==> src/rtl/reg_scoreboard.sv <==
// Decode-stage register scoreboard: per-register in-flight write counters
// (plus one for the condition code) that drive the issue/stall decision.
module reg_scoreboard #(
  parameter int NUM_REGS = 16,
  parameter int IDX_W    = 4,
  parameter int CNT_W    = 2,
  parameter int BYPASS   = 1
) (
  input  logic             I_CLOCK,
  input  logic             I_RESET_N,
  input  logic             I_IssueValid,
  input  logic             I_Src1En,
  input  logic [IDX_W-1:0] I_Src1Idx,
  input  logic             I_Src2En,
  input  logic [IDX_W-1:0] I_Src2Idx,
  input  logic             I_DestEn,
  input  logic [IDX_W-1:0] I_DestIdx,
  input  logic             I_CCRead,
  input  logic             I_CCWrite,
  input  logic             I_GPUStall,
  input  logic             I_WBValid,
  input  logic             I_WBRegEn,
  input  logic [IDX_W-1:0] I_WBIdx,
  input  logic             I_WBCCEn,
  output logic             O_DepStall,
  output logic             O_Issue,
  output logic             O_Busy,
  output logic             O_Error
);

  localparam logic [CNT_W-1:0] CNT_MAX = '1;
  localparam logic [CNT_W-1:0] CNT_ONE = CNT_W'(1);
  localparam bit               BYP_EN  = (BYPASS != 0);

  logic [CNT_W-1:0]    r_cnt [NUM_REGS];
  logic [CNT_W-1:0]    r_cc_cnt;
  logic                r_busy;
  logic                r_error;

  logic [CNT_W-1:0]    w_cnt_nxt [NUM_REGS];
  logic [CNT_W-1:0]    w_cc_nxt;
  logic [CNT_W-1:0]    w_src1_cnt;
  logic [CNT_W-1:0]    w_src2_cnt;
  logic [CNT_W-1:0]    w_dest_cnt;
  logic [NUM_REGS-1:0] w_inc_vec;
  logic [NUM_REGS-1:0] w_dec_vec;
  logic                w_wb_reg;
  logic                w_wb_cc;
  logic                w_src1_hz;
  logic                w_src2_hz;
  logic                w_cc_hz;
  logic                w_cap_hz;
  logic                w_issue;
  logic                w_underflow;
  logic                w_busy_nxt;

  // Saturating +1/-1; a simultaneous issue and retire leave the count alone.
  function automatic logic [CNT_W-1:0] next_cnt(input logic [CNT_W-1:0] cnt,
                                                input logic inc, input logic dec);
    next_cnt = cnt;
    if (inc && !dec && cnt != CNT_MAX)   next_cnt = cnt + CNT_ONE;
    else if (dec && !inc && cnt != '0)   next_cnt = cnt - CNT_ONE;
  endfunction

  // Indices that match no entry read back as 0, so they never hazard or update.
  always_comb begin : lookup
    // NOTE: every always_comb output gets a default first so no path infers a latch.
    w_src1_cnt = '0;
    w_src2_cnt = '0;
    w_dest_cnt = '0;
    for (int i = 0; i < NUM_REGS; i++) begin
      if (I_Src1Idx == IDX_W'(i)) w_src1_cnt = r_cnt[i];
      if (I_Src2Idx == IDX_W'(i)) w_src2_cnt = r_cnt[i];
      if (I_DestIdx == IDX_W'(i)) w_dest_cnt = r_cnt[i];
    end
  end

  assign w_wb_reg = I_WBValid & I_WBRegEn;
  assign w_wb_cc  = I_WBValid & I_WBCCEn;

  assign w_src1_hz = I_Src1En && (w_src1_cnt != '0) &&
                     !(BYP_EN && w_wb_reg && (I_WBIdx == I_Src1Idx) && (w_src1_cnt == CNT_ONE));
  assign w_src2_hz = I_Src2En && (w_src2_cnt != '0) &&
                     !(BYP_EN && w_wb_reg && (I_WBIdx == I_Src2Idx) && (w_src2_cnt == CNT_ONE));
  assign w_cc_hz   = I_CCRead && (r_cc_cnt != '0) &&
                     !(BYP_EN && w_wb_cc && (r_cc_cnt == CNT_ONE));
  // Capacity ignores a same-cycle retire to keep the full-counter path short.
  assign w_cap_hz  = (I_DestEn && (w_dest_cnt == CNT_MAX)) ||
                     (I_CCWrite && (r_cc_cnt == CNT_MAX));

  assign O_DepStall = I_IssueValid & (w_src1_hz | w_src2_hz | w_cc_hz | w_cap_hz);
  assign w_issue    = I_IssueValid & ~O_DepStall & ~I_GPUStall;
  assign O_Issue    = w_issue;

  always_comb begin : decode
    w_inc_vec = '0;
    w_dec_vec = '0;
    for (int i = 0; i < NUM_REGS; i++) begin
      w_inc_vec[i] = w_issue & I_DestEn & (I_DestIdx == IDX_W'(i));
      w_dec_vec[i] = w_wb_reg & (I_WBIdx == IDX_W'(i));
    end
  end

  always_comb begin : next_state
    w_underflow = w_wb_cc & ~(w_issue & I_CCWrite) & (r_cc_cnt == '0);
    w_cc_nxt    = next_cnt(r_cc_cnt, w_issue & I_CCWrite, w_wb_cc);
    w_busy_nxt  = (w_cc_nxt != '0);
    for (int i = 0; i < NUM_REGS; i++) begin
      w_cnt_nxt[i] = next_cnt(r_cnt[i], w_inc_vec[i], w_dec_vec[i]);
      w_underflow  = w_underflow | (w_dec_vec[i] & ~w_inc_vec[i] & (r_cnt[i] == '0));
      w_busy_nxt   = w_busy_nxt | (w_cnt_nxt[i] != '0);
    end
  end

  // NOTE: the counter array is flops, not RAM, so it must be cleared by reset.
  always_ff @(posedge I_CLOCK or negedge I_RESET_N) begin
    if (!I_RESET_N) begin
      for (int i = 0; i < NUM_REGS; i++) r_cnt[i] <= '0;
      r_cc_cnt <= '0;
      r_busy   <= 1'b0;
      r_error  <= 1'b0;
    end else begin
      // NOTE: non-blocking assignments so every flop samples pre-edge values.
      for (int i = 0; i < NUM_REGS; i++) r_cnt[i] <= w_cnt_nxt[i];
      r_cc_cnt <= w_cc_nxt;
      r_busy   <= w_busy_nxt;
      r_error  <= r_error | w_underflow;
    end
  end

  assign O_Busy  = r_busy;
  assign O_Error = r_error;

endmodule
==> config.mk <==
export PLATFORM = sky130hd
export DESIGN_NAME = reg_scoreboard
export DESIGN_NICKNAME = d
export VERILOG_FILES = /design/src/rtl/reg_scoreboard.sv
export SDC_FILE = /design/constraint.sdc
export NUM_CORES = 1
export LEC_CHECK = 0
export BUFFER_PORTS_ARGS = -buffer_cell sky130_fd_sc_hd__clkbuf_2
export CORE_UTILIZATION = 45
export CTS_BUF_LIST = sky130_fd_sc_hd__clkbuf_8
export DETAILED_ROUTE_END_ITERATION = 16
export PLACE_DENSITY = 0.62
export SYNTH_ARGS = -nofsm -noshare
export SYNTH_HDL_FRONTEND = slang
export SYNTH_SLANG_ARGS = --single-unit
==> constraint.sdc <==
create_clock -name I_CLOCK -period 4.6 [get_ports I_CLOCK]
set_clock_uncertainty 0.05 [all_clocks]
set_input_delay 0.92 -clock I_CLOCK [delete_from_list [all_inputs] [get_ports I_CLOCK]]
set_output_delay 0.92 -clock I_CLOCK [all_outputs]
set_load 0.005 [all_outputs]
==> flow_metrics.tcl <==
set metrics [dict create \
    status "complete, no violations" \
    finalSetupViolations 0 \
    hp-class "reg -> reg" \
    synth_seq_area_share_pct 18.34 \
    layout-drive-gt1-share_pct 15.38 \
    hold_depth 1 \
    postSynth.asyncResetShare_pct 100.0 \
    crit_chain "clkbuf_2 > buf_4 > nor3b_1 > nand2_1 > a31oi_1 > nand4b_1 > o32ai_2 > buf_4 > and2b_4 > buf_4 > buf_4 > nand4_1 > nor2_1 > a2111oi_0 > o211ai_1 > nor4_1 > nand4_1" \
    vias 5490 \
    fin_nets 751 \
    grt_overflow 0 \
    maxSlewViolCount 0 \
    nFillCells 1086 \
    hold_start "r_cnt[4]" \
    drt_wl_total_um 18500 \
    postRouteAntennaNets 0 \
    grt_start_max_net_pins 37 \
    fin_cells 825 \
    yosysWarningCount 0 \
    die_h_um 106.5 \
    rr_startpoint "r_cnt[25]" \
    hold_violations 0 \
    via_per_inst 6.655 \
    post_cts_buffers 0 \
    routedWlPerCell_um 22.42 \
    hold_ws_ns 0.6049 \
    portBuffers 31 \
    setup-tns-final_ns 0 \
    ir_drop_uv 220.7 \
    layout_setup_ws_ns 0.2244 \
    dp_hpwl_um 14540 \
    clk_latency_ns 0.30 \
    drc 0 \
    fp.coreArea_um2 10460 \
    synth_edf_count 0 \
    cts_root_buffer "clkbuf_8" \
    syn_area_per_cell_um2 7.616 \
    r2r_end "O_Busy" \
    num_rows 37 \
    diodes 0 \
    clkTransAtPathRegs_ns 0.08 \
    cts_tree "built" \
    place_ws_ns -0.1513 \
    period_share_pct 95.12 \
    slowest_stage "a2111oi_0" \
    ys_types 78 \
    grt_usage_pct 33.07 \
    drt_pass1_iterations 6 \
    cp-end-kind "flip-flop" \
    worstRegToRegCells 15 \
    h-tree-depth 2 \
    fin_crit_ns 4.376 \
    start_kind "input pin" \
    max_stage_delay_ns 0.46 \
    syn_inst 645 \
    initial_core_util_pct 46.95 \
    ys.flop_type "dfrtp_1" \
    crit_path_frequent_cell "buf_4" \
    arrival_ns 4.49 \
    numCtsBuffers 5 \
    grt_pass1_vias 4992 \
    final_util_pct 52.25 \
    crit_type "in -> reg" \
    final_common_cell "nor2_1" \
    io_pins 32 \
    rsz0062_at_grt "no" \
    r2r_slack_ns 0.52 \
    die_w_um 106.5 \
    final_cell_mix "nor2_1 (51), nand2_1 (50), inv_1 (49)" \
    die_area_um2 11340 \
    synth_area_um2 4912 \
    power_density_nw_per_um2 415.8 \
    tightestPinTransition_ns 1.001 \
    max-clock-path-buffers 2 \
    cp_max_fo 18 \
    globalplace.congestion 1.015 \
    min_to "r_cnt[4]" \
    timing.fmax_ghz 0.2285 \
    synth-seq-cells 36 \
    dp_cells 817 \
    grt_antenna_before_repair 0 \
    grt_first_pass_wirelength_um 28230 \
    drv_cap 0 \
    cts.sink_count 36 \
    syn_nets 708 \
    syn_to_final_growth_pct 11.28 \
    initialDrtViolationCount 690 \
    power_leakage_uw 0.002276 \
    worst_ep_required_time_ns 4.72 \
    max-slew-margin-rel_pct 33.25 \
]
-- cell families after synthesis --
| group | Yosys count | share of synthesized area [%] |
|---|---|---|
| mux | 18 | 3.973 |
| simple gates | 271 | 31.13 |
| xor+xnor | 25 | 4.457 |
| compound gates | 176 | 25.40 |
| buf+inv | 84 | 7.794 |
| flops | 36 | 18.34 |
| fa+ha+maj | 35 | 8.915 |
-- metal layers --
metal,vias to the layer above,global-route usage (%),wire [um]
li1,2500,-,-
met1,2618,45.07,7750
met2,311,51.48,7971
met3,61,5.089,1923
met4,0,14.58,851
met5,-,0,0
-- synthesized netlist by cell type (all sizes together) (4+ instances only) --
cell,count,share of area [%]
o31ai,9,1.4
nand4b,9,1.6
a211o,5,0.89
or2,4,0.51
a31o,5,0.89
nor2,51,3.9
o22ai,10,1.3
and2,8,1.0
nor3,28,3.1
nand3,21,2.4
nand4,11,1.4
xnor2,17,3.0
o2bb2ai,4,0.71
and3,5,0.64
o211ai,13,2.0
mux2i,15,3.1
ha,35,8.9
nor3b,4,0.61
dfrtp,36,18
nand2,50,3.8
a31oi,11,1.4
o21a,4,0.61
o21ai,29,3.0
nor2b,11,1.4
buf,25,3.3
and4b,4,0.82
clkbuf,11,0.87
a2bb2oi,7,1.2
o32ai,5,1.2
nor4,13,1.9
a21oi,31,3.2
or4,6,0.99
a211oi,8,1.3
inv,48,3.7
a21o,4,0.61
nand2b,21,2.7
or3,7,0.89
xor2,8,1.4
-- what timing repair did --
item	CTS	global route
setup endpoints to repair	0	1
hold buffers	0	0
resized for setup	0	2
-- worst max-delay path by stage --
stage | slack, ns | startpoint | to
6_report | 0.22 | I_DestIdx[0] | O_Busy
5_1_grt | 0.02 | I_Src1Idx[2] | O_Busy
4_1_cts | 0.17 | I_Src1Idx[0] | O_Busy
3_5_place_dp | -0.15 | I_Src1Idx[0] | O_Busy
3_3_place_gp | -0.10 | I_DestIdx[0] | O_Busy
2_1_floorplan | 0.69 | I_WBIdx[3] | O_Busy
-- per-stage QoR --
step | instance area, um2 | power (uW)
5_1_grt | 5466 | 2411
2_1_floorplan | 4912 | 1463
6_report | 5466 | 2273
3_3_place_gp | 5361 | 1945
3_5_place_dp | 5361 | 1971
4_1_cts | 5451 | 2224
-- power breakdown --
part           total, uW  switching [uW]  internal (uW)
clock network        244             125            118
registers            721             288            434
logic               1310             765            543
-- critical path: cells and delay by family --
kind                   cells  cell delay [ns]
AND/OR/NAND/NOR            8             1.54
AO/OA/AOI/OAI              4             1.14
buffers and inverters      5             0.90
-- state kept, by name, summed over array words and instances, names as in the netlist --
name / flops
r_cnt: 32
r_cc_cnt: 2
O_Error: 1
O_Busy: 1
-- final cells by class --
cell class	count	area, um2	share of cell area [%]
Multi-Input combinational cell	525	3650	66.77
Sequential cell	36	900.9	16.48
Timing Repair Buffer	72	475.5	8.698
Inverter	48	180.2	3.296
Tap cell	136	170.2	3.113
Clock buffer	6	82.58	1.511
Clock inverter	2	7.507	0.1373
(Power assumes the default switching activity.)
